File: src/rtl/watch_uart_tx_report.sv
// Snapshots the watch time and transmits it as an ASCII line "HH:MM:SS\r\n" over 8N1 UART.
// Optional macro WATCH_TX_MSEC_EN inserts ".CC" (hundredths) after the seconds.
module watch_uart_tx_report #(
  parameter int unsigned CLK_FREQ = 100_000_000,
  parameter int unsigned BAUD     = 9600
) (
  input  logic       clk,
  input  logic       rst,
  input  logic       start,
  input  logic [6:0] msec,
  input  logic [5:0] sec,
  input  logic [5:0] min,
  input  logic [4:0] hour,
  output logic       tx,
  output logic       busy,
  output logic       done
);

  localparam int unsigned BAUD_DIV = CLK_FREQ / BAUD;
  localparam int unsigned CW = (BAUD_DIV > 1) ? $clog2(BAUD_DIV) : 1;
  localparam logic [CW-1:0] BAUD_LAST = CW'(BAUD_DIV - 1);
`ifdef WATCH_TX_MSEC_EN
  localparam int unsigned NBYTES = 13;
`else
  localparam int unsigned NBYTES = 10;
`endif
  localparam logic [3:0] LAST_BYTE = 4'(NBYTES - 1);

  typedef enum logic [2:0] {
    S_IDLE,
    S_START,
    S_DATA,
    S_STOP,
    S_FINISH
  } state_t;

  state_t          r_state, w_state_n;
  logic [CW-1:0]   r_baud, w_baud_n;
  logic [2:0]      r_bit, w_bit_n;
  logic [3:0]      r_byte_idx, w_byte_n;
  logic            r_tx, r_busy, r_done;
  logic            w_tx_n;
  logic            w_accept;
  logic [7:0]      w_char;
  logic [4:0]      r_snap_hour;
  logic [5:0]      r_snap_min;
  logic [5:0]      r_snap_sec;
`ifdef WATCH_TX_MSEC_EN
  logic [6:0]      r_snap_msec;
`else
  logic            w_unused_msec;
  assign w_unused_msec = ^msec;
`endif

  // Values above 99 can only come from msec; they saturate to "99".
  function automatic logic [7:0] f_tens(input logic [6:0] v);
    logic [6:0] c;
    c = (v > 7'd99) ? 7'd99 : v;
    return 8'h30 + 8'(c / 7'd10);
  endfunction

  function automatic logic [7:0] f_ones(input logic [6:0] v);
    logic [6:0] c;
    c = (v > 7'd99) ? 7'd99 : v;
    return 8'h30 + 8'(c % 7'd10);
  endfunction

  assign w_accept = (r_state == S_IDLE) && start;

  always_comb begin
    w_char = 8'h0A;
    case (r_byte_idx)
      4'd0:    w_char = f_tens({2'b00, r_snap_hour});
      4'd1:    w_char = f_ones({2'b00, r_snap_hour});
      4'd2:    w_char = 8'h3A;
      4'd3:    w_char = f_tens({1'b0, r_snap_min});
      4'd4:    w_char = f_ones({1'b0, r_snap_min});
      4'd5:    w_char = 8'h3A;
      4'd6:    w_char = f_tens({1'b0, r_snap_sec});
      4'd7:    w_char = f_ones({1'b0, r_snap_sec});
`ifdef WATCH_TX_MSEC_EN
      4'd8:    w_char = 8'h2E;
      4'd9:    w_char = f_tens(r_snap_msec);
      4'd10:   w_char = f_ones(r_snap_msec);
      4'd11:   w_char = 8'h0D;
`else
      4'd8:    w_char = 8'h0D;
`endif
      default: w_char = 8'h0A;
    endcase
  end

  always_comb begin
    w_state_n = r_state;
    w_baud_n  = r_baud;
    w_bit_n   = r_bit;
    w_byte_n  = r_byte_idx;
    case (r_state)
      S_IDLE: begin
        if (start) begin
          w_state_n = S_START;
          w_baud_n  = '0;
          w_bit_n   = '0;
          w_byte_n  = '0;
        end
      end
      S_START: begin
        if (r_baud == BAUD_LAST) begin
          w_state_n = S_DATA;
          w_baud_n  = '0;
          w_bit_n   = '0;
        end else begin
          w_baud_n = r_baud + 1'b1;
        end
      end
      S_DATA: begin
        if (r_baud == BAUD_LAST) begin
          w_baud_n = '0;
          if (r_bit == 3'd7) w_state_n = S_STOP;
          else               w_bit_n   = r_bit + 1'b1;
        end else begin
          w_baud_n = r_baud + 1'b1;
        end
      end
      S_STOP: begin
        if (r_baud == BAUD_LAST) begin
          w_baud_n = '0;
          if (r_byte_idx == LAST_BYTE) begin
            w_state_n = S_FINISH;
          end else begin
            w_state_n = S_START;
            w_byte_n  = r_byte_idx + 1'b1;
          end
        end else begin
          w_baud_n = r_baud + 1'b1;
        end
      end
      S_FINISH: w_state_n = S_IDLE;
      default:  w_state_n = S_IDLE;
    endcase
  end

  // tx is registered from the next state so the line changes exactly on bit boundaries.
  always_comb begin
    w_tx_n = 1'b1;
    case (w_state_n)
      S_START: w_tx_n = 1'b0;
      S_DATA:  w_tx_n = w_char[w_bit_n];
      default: w_tx_n = 1'b1;
    endcase
  end

  always_ff @(posedge clk) begin
    if (rst) begin
      r_state    <= S_IDLE;
      r_baud     <= '0;
      r_bit      <= '0;
      r_byte_idx <= '0;
      r_tx       <= 1'b1;
      r_busy     <= 1'b0;
      r_done     <= 1'b0;
    end else begin
      r_state    <= w_state_n;
      r_baud     <= w_baud_n;
      r_bit      <= w_bit_n;
      r_byte_idx <= w_byte_n;
      r_tx       <= w_tx_n;
      r_busy     <= (w_state_n == S_START) || (w_state_n == S_DATA) || (w_state_n == S_STOP);
      r_done     <= (w_state_n == S_FINISH);
    end
  end

  always_ff @(posedge clk) begin
    if (rst) begin
      r_snap_hour <= '0;
      r_snap_min  <= '0;
      r_snap_sec  <= '0;
`ifdef WATCH_TX_MSEC_EN
      r_snap_msec <= '0;
`endif
    end else if (w_accept) begin
      r_snap_hour <= hour;
      r_snap_min  <= min;
      r_snap_sec  <= sec;
`ifdef WATCH_TX_MSEC_EN
      r_snap_msec <= msec;
`endif
    end
  end

  assign tx   = r_tx;
  assign busy = r_busy;
  assign done = r_done;

endmodule

File: config.mk
export PLATFORM = sky130hd
export DESIGN_NAME = watch_uart_tx_report
export DESIGN_NICKNAME = d
export VERILOG_FILES = /design/src/rtl/watch_uart_tx_report.sv
export SDC_FILE = /design/constraint.sdc
export NUM_CORES = 1
export LEC_CHECK = 0
export CORE_UTILIZATION = 53
export DETAILED_ROUTE_END_ITERATION = 16
export PLACE_DENSITY = 0.77
export SLEW_MARGIN = 10
export SYNTH_ARGS = -nofsm -noshare
export SYNTH_HDL_FRONTEND = slang
export SYNTH_SLANG_ARGS = --single-unit
File: constraint.sdc
create_clock -name clk -period 3.4 [get_ports clk]
set_clock_uncertainty 0.1 [all_clocks]
set_input_delay 0.68 -clock clk [delete_from_list [all_inputs] [get_ports clk]]
set_output_delay 0.68 -clock clk [all_outputs]
set_load 0.05 [all_outputs]
; ---- Word-level counts from Yosys, hierarchy flattened
; Index checks and enable logic that the tools add are counted.
; Widths: inputs -> output; s select.
[totals]
inputBits = 27
output_inout_bits = 3
wordCells = 85
regBits = 44
[classes]
n_addsub = 9
order_cmp = 3
eq_ne = 21
n_reduce_logical = 11
mux = 25
n_div = 6
[op_table]
columns = operator, count
row1 = $pmux 8 s8, 1
row2 = $add 6x8->8 const A, 6
row3 = $mux 3, 10
row4 = $mux 14, 2
row5 = $pmux 14 s2, 1
row6 = $div 7x4->8 const B, 2
row7 = $eq 4x3->1 const B, 4
row8 = $mod 7x4->8 const B, 2
row9 = $add 14x1->14 const B, 1
row10 = $eq 14x14->1 const B, 1
row11 = $gt 6x7->1 const B, 2
row12 = $mux 7, 2
row13 = $eq 3x2->1 const B, 4
row14 = $mux 4, 3
row15 = $pmux 3 s4, 1
row16 = $pmux 3 s3, 1
row17 = $div 5x4->8 const B, 1
row18 = $eq 4x2->1 const B, 2
row19 = $eq 4x4->1 const B, 2
row20 = $mod 5x4->8 const B, 1
row21 = $pmux 4 s2, 1
row22 = $eq 3x1->1 const B, 2
row23 = $eq 3x3->1 const B, 2
row24 = $ne 2x2->1 const B, 3
row25 = other kinds (16), 18

; ---- Depth between registers and ports, before layout
; Gate-level depths: netlist of the first run.
[depth]
depth_word = 8
ltp_mapped = 17
mapped_depth_nobuf = 16

; ---- Worst setup path before layout of the first run
; Ideal clock, no wire load.
[synth_timing]
path_kind = register to register
from = register r_snap_min[4]
to = register r_tx (netlist: tx)
path_buffers = 1
period_less_slack_ns = 3.341
path_stages_with_launch = 18
setup_ns = 0.079
required_time_ns = 3.221
t_arrival_ns = 3.162
path_slack_ns = 0.059
cell_sequence = dfxtp_1 -> buf_2 -> inv_1 -> ha_1 -> nand2b_1 -> a221oi_1 -> a21o_2 -> xnor2_1 -> ha_1 -> o21ai_0 -> nor4bb_1 -> a311oi_1 -> ha_1 -> inv_1 -> mux2i_1 -> a2111oi_2 -> a211oi_1 -> a22oi_1
[synth_between]
elab_chain_len = 8
elab_cells_between_ends = 10
cone_classes = add/sub (2) / div (2) / order compare (1) / mux (5)
[synth_lines]
columns = item, line_no
row1 = start: declaration, 46  ; logic [5:0] r_snap_min;
row2 = start signal: assignment, 183  ; r_snap_min <= min;
row3 = $gt 6x7->1, "58, 64"
row4 = $mux 7 *, "58, 64"
row5 = $mod 7x4->8 or $div 7x4->8 (tied branches), "65, 59"
row6 = "$add 6x8->8, on equally long branches", "65, 59"
row7 = $pmux 8 s8 *, 72  ; case (r_byte_idx)
row8 = $bmux 1 s3 *, 148  ; S_DATA: w_tx_n = w_char[w_bit_n];
row9 = $mux 1 (not written as such) *, 148
row10 = $pmux 1 s2 *, 146  ; case (w_state_n)
row11 = end signal: assignment, 167  ; r_tx <= w_tx_n;
row12 = end: declaration, 41  ; logic r_tx, r_busy, r_done;
; Mark *: on every way between the ends. The rest lies on a longest branch, timed or not. The select of a mux whose other input is x is not followed.
; A chain may end at the register's enable or synchronous reset.

; ---- Worst setup path after layout of the first run
; Same ends and word-level chain as after synthesis.

==> results of run 1 <==
[sequential cells by signal, indices dropped and copies added (netlist names)]
name	flops
r_snap_hour	5
done	1
r_snap_min	6
busy	1
r_byte_idx	4
tx	1
r_bit	3
r_state	3
r_snap_sec	6
r_baud	14
[final cells by class]
cell class                      instances  area (sq um)
Clock buffer                            6          82.6
Clock inverter                          2          38.8
Fill cell                             550          2230
Inverter                               14          52.6
Multi-Input combinational cell        348          2210
Sequential cell                        44           883
Tap cell                               75          93.8
Timing Repair Buffer                   40           359
[through the flow]
| stage | cell area [sq um] | setup TNS [ps] | setup WS [ps] |
|---|---|---|---|
| finish | 3720 | 0 | 80.3 |
| global placement | 3560 | 0 | 105 |
| floorplan | 3290 | 0 | 59.1 |
| detailed placement | 3560 | 0 | 67.5 |
| global route | 3720 | -93.6 | -93.6 |
| CTS | 3680 | 0 | 27.5 |
[layout by cell type, fill, tap and decap left out, types with 2 or more instances in the layout]
| cell type | instances |
|---|---|
| a221o_1 | 3 |
| o31ai_1 | 3 |
| and3_2 | 2 |
| o221ai_1 | 3 |
| a211oi_1 | 5 |
| a21boi_0 | 3 |
| nand2_1 | 61 |
| nor2_1 | 47 |
| nand3b_1 | 7 |
| o21a_1 | 3 |
| clkdlybuf4s50_1 | 22 |
| nand3_1 | 13 |
| clkbuf_8 | 6 |
| or2_2 | 2 |
| nand4b_1 | 3 |
| o21ai_0 | 14 |
| inv_1 | 13 |
| nor3b_1 | 4 |
| xor2_1 | 10 |
| ha_1 | 12 |
| mux2i_1 | 6 |
| dfxtp_2 | 2 |
| nor4b_2 | 2 |
| buf_4 | 17 |
| a21oi_1 | 41 |
| o211ai_1 | 6 |
| dfxtp_1 | 42 |
| and2_1 | 2 |
| a31oi_1 | 4 |
| nor3_1 | 17 |
| nand2b_1 | 10 |
| a22oi_1 | 2 |
| o22ai_1 | 3 |
| nand4_1 | 4 |
| xnor2_1 | 8 |
| o2111ai_1 | 4 |
| a221oi_1 | 2 |
| a21oi_2 | 2 |
| nor4_1 | 2 |
| nor2b_1 | 9 |
[Yosys cell counts (all sizes together), types with 10 or more instances]
master,count,area (sq um)
o21ai,15,86.3
nand3,13,65.1
clkbuf,19,81.3
a21oi,43,223
inv,14,52.6
nor3,17,85.1
ha,14,175
xor2,10,87.6
nor2,47,176
nand2,61,229
dfxtp,44,881
nand2b,10,62.6
[layer usage]
| metal | global-route usage (%) | part of all wire [%] | vias to the layer above |
|---|---|---|---|
| met3 | 4.61 | 4.1 | 14 |
| met1 | 31.2 | 46 | 1441 |
| met5 | 0 | 0 | - |
| met2 | 40.5 | 47 | 66 |
| met4 | 8.04 | 2.1 | 0 |
| li1 | - | - | 1598 |
[cells by family (layout without fill, tap and decap cells)]
group / after synthesis / after routing / synth area share [%]
buffers and inverters: 45 / 62 / 7.15
adders and majority gates: 14 / 14 / 5.32
AOI/OAI and AO/OA: 113 / 113 / 23.6
muxes: 7 / 7 / 2.17
DFF: 44 / 44 / 26.8
and+or+nand+nor: 195 / 195 / 30.0
xor gates and xnor gates: 19 / 19 / 5.06
[power by group]
group | switching [mW] | internal (mW) | leakage (nW) | total [mW]
clock network | 0.200 | 0.241 | 0.0614 | 0.441
registers | 0.0290 | 0.532 | 0.359 | 0.561
logic | 0.133 | 0.112 | 0.897 | 0.244
[what timing repair did]
item | 4_1_cts | 5_1_grt
setup endpoints to repair | 0 | 1
setup buffers | 0 | 1
gates resized for setup | 0 | 8
hold buffers | 0 | 0
[worst register-to-register path, stage by stage, from the launching register on]
cell and delay, ps:
dfxtp_2 350, inv_2 50, ha_4 220, nand2b_1 150
a221oi_2 220, a21o_2 190, xnor2_2 140, ha_2 200
o21ai_0 70, nor4bb_1 160, a311oi_1 300, ha_1 280
inv_1 50, mux2i_1 70, a2111oi_2 420, a211oi_1 120
a22oi_1 160
[final timing paths]
path,depth (start not counted),end,startpoint,slack [ps]
max reg2reg,16,tx,r_snap_min[4],80
min,2,r_snap_hour[0],r_snap_hour[0],360
min reg2reg,2,r_snap_hour[0],r_snap_hour[0],360
max,16,tx,r_snap_min[4],80
==> impl_results.md, run 1 <==
- Slew HR: 62.8%
- Dominant synthesized flop cell: dfxtp_1
- Total power after layout: 1.25 mW
- Mapped Nets: 478
- Core Util, Final: 62.5%
- Initial antenna violation count: 0
- Crit path max fanout: 4
- Post-synthesis cell type count: 70
- Root Buffer Master: clkbuf_8
- Share of cells above drive strength 1: 11.2%
- Mean Syn Cell Area: 7.53 sq um
- Warnings, synthesis: 0
- Placed Cells: 520
- Kind of critical path: reg -> reg
- CP required: 3540 ps
- CTS Sinks: 44
- Routability cong.: 0.934
- Clock transition at the registers of the reported paths: 100 ps
- Initial Util: 55.3%
- Leak: 1.32 nW
- Final slew viol count: 0
- Row cnt: 28
- Startpoint Class: flop
- GR Util All Layers: 24.3%
- Post-route ant nets: 0
- EDFF count, synth: 0
- Largest net degree at the start of global routing: 22
- I/O Buffers: 22
- Tcrit/Tclk final: 97.6%
- Buffers & Inverters on Critical Path: 2
- Final std cells w/o fill: 529
- Via/cell ratio: 5.90
- Outcome: completed
- CP endpoint kind: flop
- IO Pins: 30
- CTS buffer count: 5
- CP arrival: 3460 ps
- Placed wire-length estimate: 5450 um
- Critical path cell sequence: inv_2 > ha_4 > nand2b_1 > a221oi_2 > a21o_2 > xnor2_2 > ha_2 > o21ai_0 > nor4bb_1 > a311oi_1 > ha_1 > inv_1 > mux2i_1 > a2111oi_2 > a211oi_1 > a22oi_1
- Max Freq: 301 MHz
- Worst hold-check path type: reg -> reg
- DRC: 0
- Pwr dens: 335 nW/um^2
- Final net count: 494
- Syn-to-layout area delta: 13.0%
- Worst-case vdd ir drop: 204 uV
- Synthesis-stage register bit count: 44
- Gate Count Post-Synth: 437
- RSZ-0062 raised after global routing: true
- Max incr delay on CP: 420 ps
- # diodes: 0
- Die Y: 80.8 um
- Post-synthesis sequential area ratio: 26.8%
- Clock Path Buffers: 2
- Worst Tran Pin Value: 556 ps
- Crit-path leading delay family: compound AO/OA/AOI/OAI gates
- Asr flop ratio synth: 0%
- # Max-Cap Violations: 0
- WL final: 7650 um
- Die Wd: 80.8 um
- Tmin final: 3320 ps
- WL/cell: 14.5 um
- Core area: 5960 sq um
- Grt total ovfl: 0
- Final Hold Violating Endpoints: 0
- Setup violations, final: 0
- Vias: 3,119
- Later-pin clock latency in the skew report: 310 ps
- Cell Area, Synth: 3290 sq um
- H-tree depth: 2
- First DRT Iteration DRCs: 167
- First-pass GRT wire length: 12,500 um
- Die area: 6530 sq um
- Hold slack final: 365 ps
- Crit-path slowest cell: a2111oi_2
- Pre-antenna DRT Iters: 4
- CTS tree: yes
- Vias in the first global route: 2,735
Power figures use the tool's default switching activity.
==> inputs of run 2 (changes only) <==
--- a/config.mk
+++ b/config.mk
@@ -6,6 +6,7 @@
 export NUM_CORES = 1
 export LEC_CHECK = 0
 export CORE_UTILIZATION = 53
+export CTS_CLUSTER_SIZE = 20
 export DETAILED_ROUTE_END_ITERATION = 16
 export PLACE_DENSITY = 0.77
 export SLEW_MARGIN = 10
==> results of run 2 <==
Final layout, timing and power as in run 1 (identical DEF).
==> inputs of run 3 (changes only) <==
--- a/config.mk
+++ b/config.mk
@@ -6,6 +6,7 @@
 export NUM_CORES = 1
 export LEC_CHECK = 0
 export CORE_UTILIZATION = 53
+export CTS_BUF_LIST = sky130_fd_sc_hd__clkbuf_16
 export CTS_CLUSTER_SIZE = 20
 export DETAILED_ROUTE_END_ITERATION = 16
 export PLACE_DENSITY = 0.77
==> impl_results.md, run 3 (synthesis results as in run 1) <==
- FF-to-FF setup slack: 80 ps (about the same)
- Vias: 3,144 (+0.80%)
- Setup WS post-layout: 75.6 ps (-4.70 ps)
- Sw Share: 27.7% (-1.3 points)
- CP arrival: 3440 ps (-20 ps)
- Initial Util: 55.3% (unchanged)
- Clock transition at the registers of the reported paths: 70 ps (-30 ps)
- Placed Cells: 520 (unchanged)
- Clock Path Buffers: 2 (unchanged)
- Switching Power: 0.380 mW (+5.1%)
- Later-pin clock latency in the skew report: 290 ps (-20 ps)
- Final net count: 494 (unchanged)
- H-tree depth: 2 (unchanged)
- RSZ-0062 raised after global routing: true
- Die area: 6530 sq um (unchanged)
- Reg2Reg Depth: 16 (unchanged)
- First DRT Iteration DRCs: 185 (+11%)
- Worst hold-check path type: reg -> reg
- Critical path cell sequence: inv_2 > ha_4 > nand2b_4 > a221oi_2 > a21o_2 > xnor2_2 > ha_2 > o21ai_1 > nor4bb_2 > a311oi_1 > ha_1 > inv_1 > mux2i_1 > a2111oi_2 > a211oi_1 > a22oi_1
- Hold buffers post-CTS: 0 (unchanged)
- Die Y: 80.8 um (unchanged)
- Comb power frac: 18.1% (-1.5 points)
- Most flop-heavy register: r_baud
- # diodes: 0 (unchanged)
- Worst Tran Pin Value: 544 ps (-12.0 ps)
- Crit path max fanout: 4 (unchanged)
- Final slew viol count: 0 (unchanged)
- Clk network pwr share: 41.0% (+5.6 points)
- Worst r2r dst: tx
- CTS tree: yes
- Commonest non-fill, non-tap cell in the layout: nand2_1
- WL final: 7840 um (+2.4%)
- Initial antenna violation count: 0 (unchanged)
- Grt total ovfl: 0 (unchanged)
- Row cnt: 28 (unchanged)
- Post-route ant nets: 0 (unchanged)
- Tcrit/Tclk final: 97.8% (+0.14 points)
- Leak: 1.34 nW (+2.1%)
- Via/cell ratio: 5.94 (+0.80%)
- Sequential share of power: 41.0% (-4.0 points)
- Routability cong.: 0.934 (unchanged)
- Pre-antenna DRT Iters: 5 (+1)
- First-pass GRT wire length: 12,600 um (+1.1%)
- DRC: 0 (unchanged)
- Pre-CTS setup slack: 67.5 ps (unchanged)
- Final Hold Violating Endpoints: 0 (unchanged)
- IO Pins: 30 (unchanged)
- Placed instance area: 3560 sq um (unchanged)
- Max reg flops: 14 (unchanged)
- CP required: 3510 ps (-30 ps)
- Finished Cell Area: 3780 sq um (+1.5%)
- Hold_sp: r_snap_min[0]
- Core area: 5960 sq um (unchanged)
- Startpoint Class: flop
- Root Buffer Master: clkbuf_16
- # Max-Cap Violations: 0 (unchanged)
- Hold endpoint: r_snap_min[0]
- Tmin final: 3320 ps (+4.70 ps)
- Hold slack final: 367 ps (+1.63 ps)
- Outcome: completed
- Final std cells w/o fill: 529 (unchanged)
- Max incr delay on CP: 410 ps (about the same)
- Int Pwr: 0.991 mW (+12%)
- Die Wd: 80.8 um (unchanged)
- GR Util All Layers: 24.6% (+0.39 points)
- Crit-path slowest cell: a2111oi_2
- I/O Buffers: 22 (unchanged)
- Placed wire-length estimate: 5450 um (unchanged)
- WL/cell: 14.8 um (+2.4%)
- Most frequent cells in the layout: nand2_1 (61), nor2_1 (47), dfxtp_1 (42)
- Setup violations, final: 0 (unchanged)
- Slew HR: 63.6% (+0.80 points)
- Largest net degree at the start of global routing: 22 (unchanged)
- Total power after layout: 1.37 mW (+10%)
- CP endpoint kind: flop
- Vias in the first global route: 2,773 (+1.4%)
- Largest registers: r_baud (14), r_snap_min (6), r_snap_sec (6)
- Worst-case vdd ir drop: 201 uV (-1.9%)
- Syn-to-layout area delta: 14.7%
- Kind of critical path: reg -> reg
- Max Freq: 301 MHz (-0.14%)
- Reg-to-Reg Start: r_snap_min[4]
- Hold Crit Depth: 2 (unchanged)
- Share of cells above drive strength 1: 11.5% (+0.22 points)
- CTS Sinks: 44 (unchanged)
- Pwr dens: 363 nW/um^2 (+8.4%)
- CTS buffer count: 5 (unchanged)
-- run 3: per-layer routing --
| layer | global-route usage (%) | part of all wire [%] | routed length, um | vias to the layer above |
|---|---|---|---|---|
| met5 | 0 | 0 | 0 | - |
| met4 | 8.75 | 2.3 | 184 | 0 |
| met3 | 4.27 | 4.5 | 350 | 21 |
| met2 | 41.8 | 47 | 3710 | 93 |
| met1 | 31.2 | 46 | 3590 | 1438 |
| li1 | - | - | - | 1592 |
-- run 3: power by group through the flow --
stage	Combinational [mW]	Sequential [mW]	Clock, mW
6_report	0.248	0.562	0.562
3_3_place_gp	0.229	0.570	0
4_1_cts	0.237	0.560	0.565
2_1_floorplan	0.166	0.561	0
5_1_grt	0.271	0.565	0.590
3_5_place_dp	0.234	0.571	0
-- run 3: stage by stage --
step | util [%] | setup TNS [ps]
2_1_floorplan | - | 0
3_3_place_gp | 59.7 | 0
3_5_place_dp | 59.7 | 0
4_1_cts | 62.5 | 0
5_1_grt | 63.4 | -96.8
6_report | 63.4 | 0
-- run 3: cell type report --
type | instances | area [sq um]
clock buffer | 5 | 125
tap | 75 | 93.8
multi-input combinational | 348 | 2220
fill | 541 | 2180
timing repair buffer | 40 | 355
inverter | 14 | 52.6
clock inverter | 3 | 42.5
sequential | 44 | 883
-- run 3: timing repair --
action                     4_1_cts  5_1_grt
resized for setup                0       10
buffers inserted                 0        1
setup endpoints to repair        0        1
hold endpoints to repair         0        0
-- run 3: worst max path at each step --
stage	start	end	slack, ps
after floorplan	r_snap_min[4]	tx	60
after global placement	r_snap_min[4]	tx	100
after detailed placement	r_snap_min[4]	tx	70
after CTS	r_snap_min[4]	tx	40
after global routing	r_snap_min[4]	tx	-100
final	r_snap_min[4]	tx	80
-- run 3: critical path, delay by kind of cell, from the launching register on --
family	cells	cell delay, ps
XOR/XNOR	1	150
adder cells (fa/ha/maj)	3	710
flip-flops	1	340
AND/OR/NAND/NOR	2	320
AO/OA/AOI/OAI	7	1460
buffers and inverters	2	100
multiplexers	1	70
